File: config.mk
export PLATFORM = sky130hd
export DESIGN_NAME = adat_tx
export DESIGN_NICKNAME = d
export VERILOG_FILES = /design/src/rtl/adat_tx_pkg.sv /design/src/rtl/adat_tx_bit_clock.sv /design/src/rtl/adat_tx.sv
export SDC_FILE = /design/constraint.sdc
export NUM_CORES = 1
export LEC_CHECK = 0
export BUFFER_PORTS_ARGS = -buffer_cell sky130_fd_sc_hd__buf_4
export CORE_MARGIN = 2
export CORE_UTILIZATION = 30
export CTS_CLUSTER_SIZE = 25
export DETAILED_ROUTE_END_ITERATION = 8
export GPL_TIMING_DRIVEN = 1
export HOLD_SLACK_MARGIN = 0.02
export PLACE_DENSITY = 0.55
export RECOVER_POWER = 50
export SLEW_MARGIN = 30
export SYNTH_ARGS = -nofsm -noshare
export SYNTH_HDL_FRONTEND = slang
export SYNTH_SLANG_ARGS = --single-unit
File: constraint.sdc
create_clock -name i_clk -period 6 [get_ports i_clk]
set_clock_uncertainty 0.15 [all_clocks]
set_input_delay 0.9 -clock i_clk [delete_from_list [all_inputs] [get_ports i_clk]]
set_output_delay 0.9 -clock i_clk [all_outputs]
set_load 0.02 [all_outputs]
File: src/rtl/adat_tx_pkg.sv
// Shared definitions for the ADAT transmitter: frame geometry, the sample
// record and the frame builder used by the serialiser.
package adat_tx_pkg;

    localparam int FRAME_BITS    = 256;
    localparam int SYNC_ZEROS    = 10;
    localparam int NIBBLE_GROUPS = 49;

    typedef struct packed {
        logic [7:0][23:0] ch;
        logic [3:0]       user;
    } AudioFrame;

    typedef enum logic {IDLE, RUN} tx_state_t;

    // Returns the frame with line bit i at vector position FRAME_BITS-1-i.
    // The sync zeros fall out of the zero start value: only the groups and
    // the trailing '1' are shifted in from the bottom.
    function automatic logic [FRAME_BITS-1:0] build_frame(input AudioFrame f);
        logic [195:0]            payload;
        logic [FRAME_BITS-1:0]   v;
        payload = {f.user, f.ch[0], f.ch[1], f.ch[2], f.ch[3],
                   f.ch[4], f.ch[5], f.ch[6], f.ch[7]};
        v = '0;
        for (int g = 0; g < NIBBLE_GROUPS; g++) begin
            v       = {v[FRAME_BITS-6:0], 1'b1, payload[195:192]};
            payload = {payload[191:0], 4'b0000};
        end
        v = {v[FRAME_BITS-2:0], 1'b1};
        return v;
    endfunction

endpackage

File: src/rtl/adat_tx_bit_clock.sv
// Phase-accumulator bit-rate generator: one-cycle tick at SAMPLE_RATE*256
// on average, derived from the CLK_FREQ system clock.
module adat_tx_bit_clock #(
    parameter int CLK_FREQ    = 100_000_000,
    parameter int SAMPLE_RATE = 48000,
    parameter int ACC_W       = 32
) (
    input  logic i_clk,
    input  logic i_rst,
    output logic o_tick
);

    localparam logic [ACC_W-1:0] STEP  = ACC_W'(SAMPLE_RATE * 256);
    localparam logic [ACC_W-1:0] LIMIT = ACC_W'(CLK_FREQ);

    logic [ACC_W-1:0] acc;
    logic [ACC_W-1:0] sum;

    always_comb begin
        sum = acc + STEP;
    end

    always_ff @(posedge i_clk) begin
        if (i_rst) begin
            acc    <= '0;
            o_tick <= 1'b0;
        end else if (sum >= LIMIT) begin
            acc    <= sum - LIMIT;
            o_tick <= 1'b1;
        end else begin
            acc    <= sum;
            o_tick <= 1'b0;
        end
    end

endmodule

File: src/rtl/adat_tx.sv
// ADAT lightpipe transmitter: sample handshake into a one-deep holding
// register, 256-bit frame serialiser with NRZI line coding and word clock.
module adat_tx
    import adat_tx_pkg::*;
#(
    parameter int CLK_FREQ    = 100_000_000,
    parameter int SAMPLE_RATE = 48000,
    parameter int ACC_W       = 32
) (
    input  logic             i_clk,
    input  logic             i_rst,
    input  logic             i_enable,
    input  logic [7:0][23:0] i_channels,
    input  logic [3:0]       i_user,
    input  logic             i_valid,
    output logic             o_ready,
    output logic             o_adat,
    output logic             o_word_clk,
    output logic             o_frame_start,
    output logic             o_underrun,
    output logic             o_busy
);

    logic                  tick;
    tx_state_t             state;
    logic [7:0]            bit_cnt;
    logic [7:0]            next_cnt;
    AudioFrame             hold;
    AudioFrame             frame;
    logic [FRAME_BITS-1:0] frame_vec;
    logic                  next_bit;
    logic                  accept;
    logic                  load;

    adat_tx_bit_clock #(
        .CLK_FREQ    (CLK_FREQ),
        .SAMPLE_RATE (SAMPLE_RATE),
        .ACC_W       (ACC_W)
    ) u_bit_clock (
        .i_clk  (i_clk),
        .i_rst  (i_rst),
        .o_tick (tick)
    );

    // o_ready doubles as the "holding register empty" flag.
    always_comb begin
        frame_vec = build_frame(frame);
        next_cnt  = bit_cnt + 8'd1;
        next_bit  = frame_vec[~next_cnt];
        accept    = i_valid && o_ready;
        load      = tick && i_enable &&
                    ((state == IDLE) || (bit_cnt == 8'd255));
    end

    always_ff @(posedge i_clk) begin
        if (i_rst) begin
            state         <= IDLE;
            bit_cnt       <= 8'd0;
            hold          <= '0;
            frame         <= '0;
            o_adat        <= 1'b0;
            o_ready       <= 1'b1;
            o_word_clk    <= 1'b0;
            o_frame_start <= 1'b0;
            o_underrun    <= 1'b0;
            o_busy        <= 1'b0;
        end else begin
            o_frame_start <= load;
            o_underrun    <= load && o_ready;

            if (accept) begin
                hold.ch   <= i_channels;
                hold.user <= i_user;
                o_ready   <= 1'b0;
            end

            // Bit 0 is a sync zero, so starting a frame never toggles the line.
            if (load) begin
                if (!o_ready) begin
                    frame   <= hold;
                    o_ready <= 1'b1;
                end
                state      <= RUN;
                bit_cnt    <= 8'd0;
                o_word_clk <= 1'b1;
                o_busy     <= 1'b1;
            end else if (tick && state == RUN) begin
                if (bit_cnt == 8'd255) begin
                    state   <= IDLE;
                    bit_cnt <= 8'd0;
                    o_busy  <= 1'b0;
                end else begin
                    bit_cnt <= next_cnt;
                    o_adat  <= o_adat ^ next_bit;
                    if (next_cnt == 8'd128) begin
                        o_word_clk <= 1'b0;
                    end
                end
            end
        end
    end

endmodule

==> metrics.md, run 1 <==
| Metric | Value |
|---|---|
| Sequential share of power | `between 40% and 50%` |
| Routed WL per cell | `roughly 16 microns` |
| First-pass DRT Iterations | `6` |
| # IOs | `slightly above 200` |
| H-tree depth | `2` |
| Total of max-cap violations | `2` |
| Detail Route Antenna Nets | `0` |
| Root Driver | `clkbuf_16` |
| Worst R2R Path Depth | `9` |
| Die area | `61520 sq um` |
| Global-route wire length before repair | `between 70 and 80 mm` |
| Row count | `slightly below 90` |
| Critical path cell sequence | `ha_1, nand3_1, nor2_1, nand3_1, a21o_1, or2_0, buf_12, nand2_1, a21oi_1` |
| FF-to-FF End | `frame[135]` |
| Setup TNS | `0 ps` |
| Int Pwr | `around 0.0054 W` |
| Critical Path Source Type | `register` |
| EDFF count, synth | `0` |
| 1st-iter DRT viols | `1086` |
| CP max-delay cell | `or2_0` |
| Syn-to-layout area delta | `20.83%` |
| Number of global-route vias before repair | `14679` |
| Critical R2R Launch | `bit_cnt[1]` |
| CTS tree | `done` |
| Synth cell types | `just under 80` |
| WP data arrival | `roughly 5200 ps` |
| Clk pwr share | `39.3%` |
| All-Layer GR Usage | `16.01%` |
| Flop2flop setup slack | `1190 ps` |
| Post-DP HPWL | `between 30 and 40 mm` |
| Post-cts sizing count | `0` |
| Period utilisation layout | `about 80%` |
| Final worst setup slack | `roughly 1200 ps` |
| Top_reg_cell synth | `dfxtp_1` |
| Switching power | `around 0.0022 W` |
| Final instance area | `21590 sq um` |
| HP Start | `frame[134]` |
| Ys async rst share | `0%` |
| CTS Buffer Depth | `3` |
| Pwr Total | `0.007613 W` |
| Leak | `~7.6 nW` |
| Commonest non-fill, non-tap cells in the layout | `822 x nand2_1, 430 x dfxtp_1, 427 x a21oi_1, 211 x buf_4, 58 x nor2_1` |
| Critical path class | `register to register` |
| DP Worst Slack | `1799 ps` |
| Net Count, Synth | `between 2000 and 2500` |
| Final nets | `about 2600` |
| Synthesized area | `17870 sq um` |
| TritonCTS Buffers | `47` |
| Post-CTS Hold Fix Bufs | `0` |
| Gate Count Post-Synth | `2282` |
| Postcts setup bufs | `0` |
| Hold path depth | `2` |
| Critical path required time | `~6400 ps` |
| Hold crit path type | `register to register` |
| Peak fanout along the critical path | `96` |
| Comb power frac | `18.6%` |
| Die X | `approximately 250 microns` |
| Global route overflow | `0` |
| Tmin final | `4813 ps` |
| CTS sink cnt | `~430` |
| Hold Fails Final Rpt | `0` |
| Sw frac | `between 20% and 30%` |
| Unrepaired setup endpoints after global routing | `false` |
| Least-Margin Pin Slew | `approximately 4000 ps` |
| Vias | `15527` |
| Crit-path most repeated cell | `nand3_1` |
| Area after DPL | `between 15000 and 20000 sq um` |
| Routed WL | `50.59 mm` |
| Synthesis Warnings | `0` |
| RD Place Congestion | `about 0.79` |
| Hold Path End | `frame[134]` |
| Inserted Diodes | `0` |
| Largest net degree at the start of global routing | `197` |
| Max stage delay on crit path | `around 2200 ps` |
| Die Y | `248.0 microns` |
| F_max | `about 210 MHz` |
| Clk Latency, worst-skew pair | `slightly below 600 ps` |
| Post-synthesis sequential element count | `around 430` |
| Violated checks | `capacitance limit, slew limit` |
| PD cells | `352.7 nW/um^2` |
| Worst slew margin | `-173.2%` |
| Avg Cell Area, Syn | `around 8 sq um` |
| Sequential share of the synthesized area | `48.29%` |
| Final Max Slew Viols | `approximately 250` |
| Port Buffers | `approximately 200` |
| Share of cells above drive strength 1 | `between 10% and 20%` |
| Antenna violations before repair | `1` |
| Outcome | `finished, violations left` |
| Setup violators final | `0` |
| Via/cell ratio | `slightly below 5` |
| Drc violations | `0` |
| Core area | `just under 60000 sq um` |
| Setup crit end kind | `register` |
| Initial core utilization | `approximately 30%` |
| Worst Setup SP | `bit_cnt[1]` |
| Commonest non-fill, non-tap cell in the layout | `nand2_1` |
| Worst-path clk slew | `70 ps` |
| Max IR drop VDD | `0.1879 mV` |
## power by group through the flow
stage	clock network, W	logic, W	registers (W)
2_1_floorplan	0	0.00112	0.00319
3_3_place_gp	0	0.00139	0.00326
3_5_place_dp	0	0.00141	0.00326
4_1_cts	0.00308	0.00142	0.00320
5_1_grt	0.00320	0.00157	0.00323
6_report	0.00299	0.00142	0.00320
## layer usage
metal	share of wire [%]	wire (microns)	up-vias	track usage (%)
li1	-	-	7822	-
met1	48	24170	7328	22.43
met2	46	23050	316	25.33
met3	5.0	2544	59	3.200
met4	1.6	814	2	3.646
met5	0.018	9	-	0
## per-stage QoR
stage	std cells	hold WS (ps)	util (%)
after floorplan	2282	281.1	-
after CTS	3187	301.5	36.65
after detailed placement	3100	293.1	33.89
after global routing	3189	317.2	36.65
after global placement	3099	290.0	33.85
final	3189	299.3	36.65
## final cells by class
cell class,count,area [sq um]
clock buffers,68,1386
multi-input cells,1657,8527
flip-flops and latches,431,8632
clock inverters,19,244.0
well taps,773,967.2
inverters,15,56.30
fillers,6137,37320
repair buffers,226,1774
## state kept, by name, indices dropped and copies added (netlist names)
name                count
o_adat                  1
o_frame_start           1
o_word_clk              1
hold                  196
u_bit_clock.acc        24
o_underrun              1
o_ready                 1
bit_cnt                 8
state                   1
u_bit_clock.o_tick      1
frame                 196
## cell usage after synthesis (8+ instances only)
cell type	count	area (sq um)
a221oi_1	8	70.07
mux4_2	16	360.4
mux2i_1	43	430.4
nor2b_1	13	81.33
o21ai_0	20	100.1
nor2_1	59	221.5
nand2_1	823	3089
buf_2	8	40.04
dfxtp_1	431	8628
inv_1	14	52.55
clkbuf_1	154	578.1
xor2_1	13	113.9
a21oi_1	427	2137
nor3_1	31	155.2
nand3_1	14	70.07
xnor2_1	28	245.2
buf_1	11	41.29
a211oi_1	24	180.2
or3_1	10	62.56
## critical path, delay by kind of cell (launching register included)
family | cells | cell delay [ps]
buf+inv | 1 | 390
flops | 1 | 360
fa+ha+maj | 1 | 400
simple gates | 5 | 2830
compound gates | 2 | 450
## logic make-up (layout without fill, tap and decap cells)
group | count (synthesis) | after routing | share of synthesized area [%]
flip-flops | 431 | 431 | 48.29
AND/OR/NAND/NOR | 1013 | 1013 | 23.59
XOR/XNOR | 42 | 42 | 2.101
buffers and inverters | 194 | 328 | 4.363
AO/OA/AOI/OAI | 537 | 537 | 16.81
multiplexers | 61 | 61 | 4.552
adder cells (fa/ha/maj) | 4 | 4 | 0.2801
## worst max path at each step
| stage | end |
|---|---|
| 3_3_place_gp | u_bit_clock.acc[19] |
| 4_1_cts | u_bit_clock.acc[19] |
| 5_1_grt | frame[135] |
| 2_1_floorplan | u_bit_clock.acc[19] |
| 3_5_place_dp | u_bit_clock.acc[19] |
| 6_report | frame[135] |
(Power assumes the default switching activity.)
==> inputs of run 2 (changes only) <==
Settings changed: ABC_AREA set to 1.
Clock period 6 ns to 4.5 ns, I/O delays scaled along.
==> metrics.md, run 2 <==
| Metric | Value |
|---|---|
| Gate Count Post-Synth | `roughly 2600` |
| Syn-to-layout area delta | `19.64%` |
| Top_reg_cell synth | `dfxtp_1` |
| Met3 Use GR | `under 10%` |
| Final nets | `between 2000 and 3000` |
| CTS Buffer Depth | `3` |
| Via/cell ratio | `4.857` |
| Port Buffers | `just over 200` |
| Fin cells | `around 3500` |
| Period utilisation layout | `between 80% and 90%` |
| Cell Count Post-Placement | `3391` |
| Critical path class | `register to register` |
| Antenna violations before repair | `0` |
| Initial core utilization | `between 30% and 40%` |
| Setup violators final | `0` |
| Post-cts sizing count | `0` |
| RD Place Congestion | `approximately 0.82` |
| Final Max Slew Viols | `slightly below 80` |
| Sw frac | `a little under a third` |
| Final worst setup slack | `642.1 ps` |
| Setup TNS | `0 ps` |
| F_max | `~260 MHz` |
| TritonCTS Buffers | `47` |
| Critical path required time | `between 4000 and 5000 ps` |
| Setup crit end kind | `register` |
| Worst R2R Path Depth | `13` |
| Int Pwr | `0.007418 W` |
| Synth area leaders | `dfxtp_1 48%, nand2_1 9.5%, nor2_1 9.2%, nand3_1 8.9%, o21ai_0 8.2%` |
| Vias | `about 17000` |
| Least-Margin Pin Slew | `between 2000 and 2500 ps` |
| Row count | `90` |
| Peak fanout along the critical path | `between 80 and 90` |
| EDFF count, synth | `0` |
| Top cell type by total area after synthesis | `dfxtp_1` |
| Die area | `between 60000 and 70000 sq um` |
| Hold Fails Final Rpt | `0` |
| Synth cell types | `35` |
| Grt met2 use | `~30%` |
| Max IR drop VDD | `~0.24 mV` |
| PD cells | `501.0 nW/um^2` |
| Most Used Layer, Global Route | `met2` |
| Area after DPL | `roughly 20000 sq um` |
| Routed WL | `around 56 mm` |
| Clk pwr share | `between 30% and 40%` |
| All-Layer GR Usage | `between 10% and 20%` |
| Grt met1 use | `a little under a quarter` |
| Global route overflow | `0` |
| Number of global-route vias before repair | `16390` |
| Synth top cells by count | `460 x nand2_1, 444 x nor2_1, 431 x dfxtp_1` |
| Commonest non-fill, non-tap cell in the layout | `nand2_1` |
| Die Y | `249.8 microns` |
| 1st-iter DRT viols | `around 1000` |
| Outcome | `finished, violations left` |
| Leak | `~8.5 nW` |
| Share of cells above drive strength 1 | `between 10% and 20%` |
| Drc violations | `0` |
| Hold path depth | `2` |
| Die X | `249.8 microns` |
| Largest net degree at the start of global routing | `around 140` |
| CTS tree | `done` |
| Total of max-cap violations | `1` |
| First-pass DRT Iterations | `6` |
| Yosys top cell area share | `47.60%` |
| Mux share of post-synthesis cell area | `0%` |
| Core area | `60020 sq um` |
| Critical Path Source Type | `register` |
| CTS sink cnt | `approximately 430` |
| Sequential share of power | `roughly 40%` |
| Comb power frac | `22.7%` |
| Avg Cell Area, Syn | `around 7 sq um` |
| Sequential share of the synthesized area | `a little under half` |
| DP Worst Slack | `roughly 700 ps` |
| Worst slew margin | `-44.13%` |
| Post-CTS Hold Fix Bufs | `0` |
| Routed WL per cell | `~16 microns` |
| Largest family of logic cells by synthesized area | `simple AND/OR/NAND/NOR gates` |
| # IOs | `between 200 and 250` |
| Clk Latency, worst-skew pair | `roughly 600 ps` |
| Postcts setup bufs | `0` |
| Net Count, Synth | `2781` |
| Adder-Cell Fraction of Synth Area | `less than 1%` |
| Ys async rst share | `0%` |
| Detail Route Antenna Nets | `0` |
| H-tree depth | `2` |
| Inserted Diodes | `0` |
| Compound-cell area share of the yosys netlist | `15.40%` |
| Simple-gate share of the synthesized area | `28.65%` |
| Most numerous cell in the Yosys netlist | `nand2_1` |
| Unrepaired setup endpoints after global routing | `false` |
| Synthesized area | `between 15000 and 20000 sq um` |
| Root Driver | `clkbuf_16` |
| WP data arrival | `just over 4000 ps` |
| Final instance area | `21690 sq um` |
| Hold crit path type | `input port to register` |
| Global-route wire length before repair | `between 80 and 90 mm` |
| Commonest non-fill, non-tap cells in the layout | `459 x nand2_1, 442 x nor2_1, 430 x dfxtp_1, 323 x nand3_1, 296 x o21ai_0` |
| Post-synthesis sequential element count | `431` |
| Synthesis Warnings | `0` |
| Tmin final | `roughly 3900 ps` |
| Post-DP HPWL | `35.82 mm` |
| Violated checks | `capacitance limit, slew limit` |
| Synth Area in XOR/XNOR | `about 1.1%` |
| Switching power | `roughly 0.0034 W` |
| Worst-path clk slew | `around 60 ps` |
| Biggest regs | `frame (196), hold (196), u_bit_clock.acc (24)` |
run 2: cell count changes in the layout (fill, tap and decap cells not counted), moves of 27 or more:
| cell | previous run | this run |
|---|---|---|
| mux2i_1 | 43 | 0 |
| o21ai_0 | 20 | 296 |
| nand2_1 | 822 | 459 |
| nand3_1 | 14 | 323 |
| nor3_1 | 31 | 4 |
| nor2_1 | 58 | 442 |
| a21oi_1 | 427 | 236 |
| inv_1 | 14 | 116 |
run 2: worst paths after layout:
check	to	startpoint	slack, ps
worst max-delay path	frame[11]	bit_cnt[1]	640
worst min-delay path	o_ready	i_valid	150
worst max register to register	frame[11]	bit_cnt[1]	640
worst min register to register	frame[173]	frame[173]	290
run 2: area by class of cell:
class,instances,area [sq um]
fill,6404,38330
sequential,431,8632
multi-input combinational,1829,8259
timing repair buffer,225,1733
clock buffer,64,1320
tap,782,978.4
inverter,124,479.2
clock inverter,18,284.0
run 2: worst max-delay path: stages, from the launching register on:
cell and delay, ps:
dfxtp_1 390, ha_1 240, nand2_1 150, inv_1 170, nand2_1 120, inv_1 90
nand4_1 90, nand2_1 120, inv_1 50, nor2_1 220, nand2_1 570, clkbuf_4 720
o21ai_0 460, a21oi_1 70
run 2: cells by family after synthesis:
group	count (synthesis)
and+or+nand+nor	1253
AOI/OAI and AO/OA	550
DFF	431
adders and majority gates	4
xor gates and xnor gates	22
buffers and inverters	317
run 2: power by group through the flow:
stage               Combinational [W]  Sequential, W  Clock [W]
floorplan                     0.00184        0.00438          0
global placement              0.00245        0.00444          0
detailed placement            0.00248        0.00445          0
CTS                           0.00249        0.00437    0.00413
global route                  0.00280        0.00440    0.00428
finish                        0.00247        0.00437    0.00403
run 2: stage by stage:
| stage | util [%] | hold WS [ps] | total power (W) |
|---|---|---|---|
| global placement | 33.58 | 283.4 | 0.006887 |
| global route | 36.13 | 128.6 | 0.01148 |
| CTS | 36.25 | 145.2 | 0.01099 |
| detailed placement | 33.58 | 288.0 | 0.006928 |
| finish | 36.13 | 151.7 | 0.01086 |
| floorplan | - | 270.5 | 0.006222 |
run 2: layer usage:
layer	vias to the layer above	share of wire, %
met5	-	0
met4	0	1.4
met3	53	4.7
met2	367	47
met1	7872	47
li1	8578	-
==> inputs of run 3 (changes only) <==
Settings changed: MAX_ROUTING_LAYER set to met4, REMOVE_ABC_BUFFERS set to 1, SKIP_CTS_REPAIR_TIMING set to 1.
==> metrics.md, run 3 (synthesis gave the netlist of run 2 again) <==
| Metric | Value |
|---|---|
| 1st-iter DRT viols | `approximately 1200` |
| Commonest non-fill, non-tap cells in the layout | `457 x nand2_1, 442 x nor2_1, 430 x dfxtp_1, 323 x nand3_1, 296 x o21ai_0` |
| Number of global-route vias before repair | `about 16000` |
| Violated checks | `capacitance limit, slew limit` |
| Inserted Diodes | `0` |
| Crit-path most repeated cell | `nor2_1` |
| Flop2flop setup slack | `930 ps` |
| Final Util | `~36%` |
| Port Buffers | `approximately 200` |
| Final worst setup slack | `slightly above 900 ps` |
| Largest net degree at the start of global routing | `~160` |
| Setup violators final | `0` |
| Critical path cell sequence | `nand2_4, clkinvlp_2, buf_4, nor2_1, nor2_1` |
| Hold Path End | `o_ready` |
| Pwr Total | `0.01105 W` |
| PD cells | `506.4 nW/um^2` |
| Die area | `around 62000 sq um` |
| Syn-to-layout area delta | `20.38%` |
| All-Layer GR Usage | `between 15 and 20%` |
| Antenna violations before repair | `0` |
| Hold crit path type | `input port to register` |
| Leak | `~8.6 nW` |
| CTS Buffer Depth | `3` |
| Routed WL per cell | `between 15 and 20 microns` |
| Worst-path clk slew | `about 60 ps` |
| CP Buf/Inv Count | `2` |
| RD Place Congestion | `between 0.8 and 0.9` |
| Peak fanout along the critical path | `96` |
| H-tree depth | `2` |
| CTS sink cnt | `about 430` |
| Critical Path Source Type | `register` |
| Critical path required time | `4810 ps` |
| Die Y | `roughly 250 microns` |
| Global route overflow | `0` |
| Critical R2R Launch | `o_ready` |
| Drc violations | `0` |
| Outcome | `finished, violations left` |
| Initial core utilization | `slightly above 30%` |
| Max IR drop VDD | `~0.27 mV` |
| Clk Latency, worst-skew pair | `580 ps` |
| Unrepaired setup endpoints after global routing | `false` |
| Global-route wire length before repair | `around 89 mm` |
| Period utilisation layout | `79.41%` |
| Detail Route Antenna Nets | `0` |
| Worst R2R Path Depth | `5` |
| Root Driver | `clkbuf_16` |
| Hold path depth | `2` |
| Post-DP HPWL | `37.41 mm` |
| Die X | `249.8 microns` |
| Row count | `90` |
| Total of max-cap violations | `2` |
| CP delay by family, top | `buffers and inverters` |
| Critical path class | `register to register` |
| F_max | `about 280 MHz` |
| Final Max Slew Viols | `99` |
| Final instance area | `between 20000 and 25000 sq um` |
| First-pass DRT Iterations | `5` |
| FF-to-FF End | `hold[33]` |
| Worst slew margin | `-2.183%` |
| Routed WL | `roughly 56 mm` |
| Share of cells above drive strength 1 | `between 10% and 20%` |
| Biggest regs | `frame (196), hold (196), u_bit_clock.acc (24)` |
| Via/cell ratio | `about 4.8` |
| CTS tree | `done` |
| Register Area | `~8600 sq um` |
| Vias | `16841` |
| Commonest non-fill, non-tap cell in the layout | `nand2_1` |
| Least-Margin Pin Slew | `roughly 1500 ps` |
| Setup crit end kind | `register` |
| TritonCTS Buffers | `47` |
| DP Worst Slack | `~1300 ps` |
| CP max-delay cell | `clkinvlp_2` |
| Max stage delay on crit path | `roughly 1400 ps` |
| Tmin final | `around 3600 ps` |
| Footprint of the multi-input gates | `slightly above 8000 sq um` |
| Core area | `roughly 60000 sq um` |
| # IOs | `about 200` |
| WP data arrival | `slightly below 4000 ps` |
| HP Start | `i_valid` |
| Worst Hold Margin | `195.0 ps` |
| Hold Fails Final Rpt | `0` |
| Filler Cells Inserted | `~6300` |
| Area after DPL | `just over 20000 sq um` |
| Final nets | `about 2900` |
run 3: layer usage:
metal | part of all wire, % | global-route usage (%) | routed length, microns | vias to the layer above
li1 | - | - | - | 8577
met1 | 46 | 24.03 | 26170 | 7805
met2 | 46 | 28.56 | 26140 | 377
met3 | 4.4 | 2.847 | 2501 | 82
met4 | 2.9 | 5.508 | 1625 | 0
met5 | 0 | - | 0 | -
run 3: metrics by stage:
step,std cells,setup TNS (ps)
after floorplan,2384,-2098870
after global placement,3392,0
after detailed placement,3392,0
after CTS,3474,0
after global routing,3476,0
final,3476,0
run 3: final cells by class:
| class | instances | area share, % |
|---|---|---|
| multi-input cells | 1829 | 37.90 |
| well taps | 782 | 4.484 |
| flip-flops and latches | 431 | 39.56 |
| repair buffers | 228 | 8.165 |
| clock buffers | 64 | 6.336 |
| inverters | 124 | 2.190 |
| clock inverters | 18 | 1.370 |
run 3: power breakdown:
group	total, W	switching, W	internal, W	leakage [nW]
Clock	0.00420	0.00160	0.00260	0.826
Sequential	0.00439	0.000242	0.00415	3.53
Combinational	0.00246	0.00164	0.000818	4.25
run 3: worst max-delay path by stage:
| stage | start | end | slack [ps] | cells past startpoint |
|---|---|---|---|---|
| floorplan | bit_cnt[0] | frame[0] | -9660 | 12 |
| global route | o_ready | hold[182] | 490 | 5 |
| detailed placement | bit_cnt[0] | o_adat | 1260 | 14 |
| global placement | bit_cnt[0] | o_adat | 1250 | 14 |
| CTS | bit_cnt[0] | o_adat | 1240 | 14 |
| finish | o_ready | hold[33] | 930 | 5 |
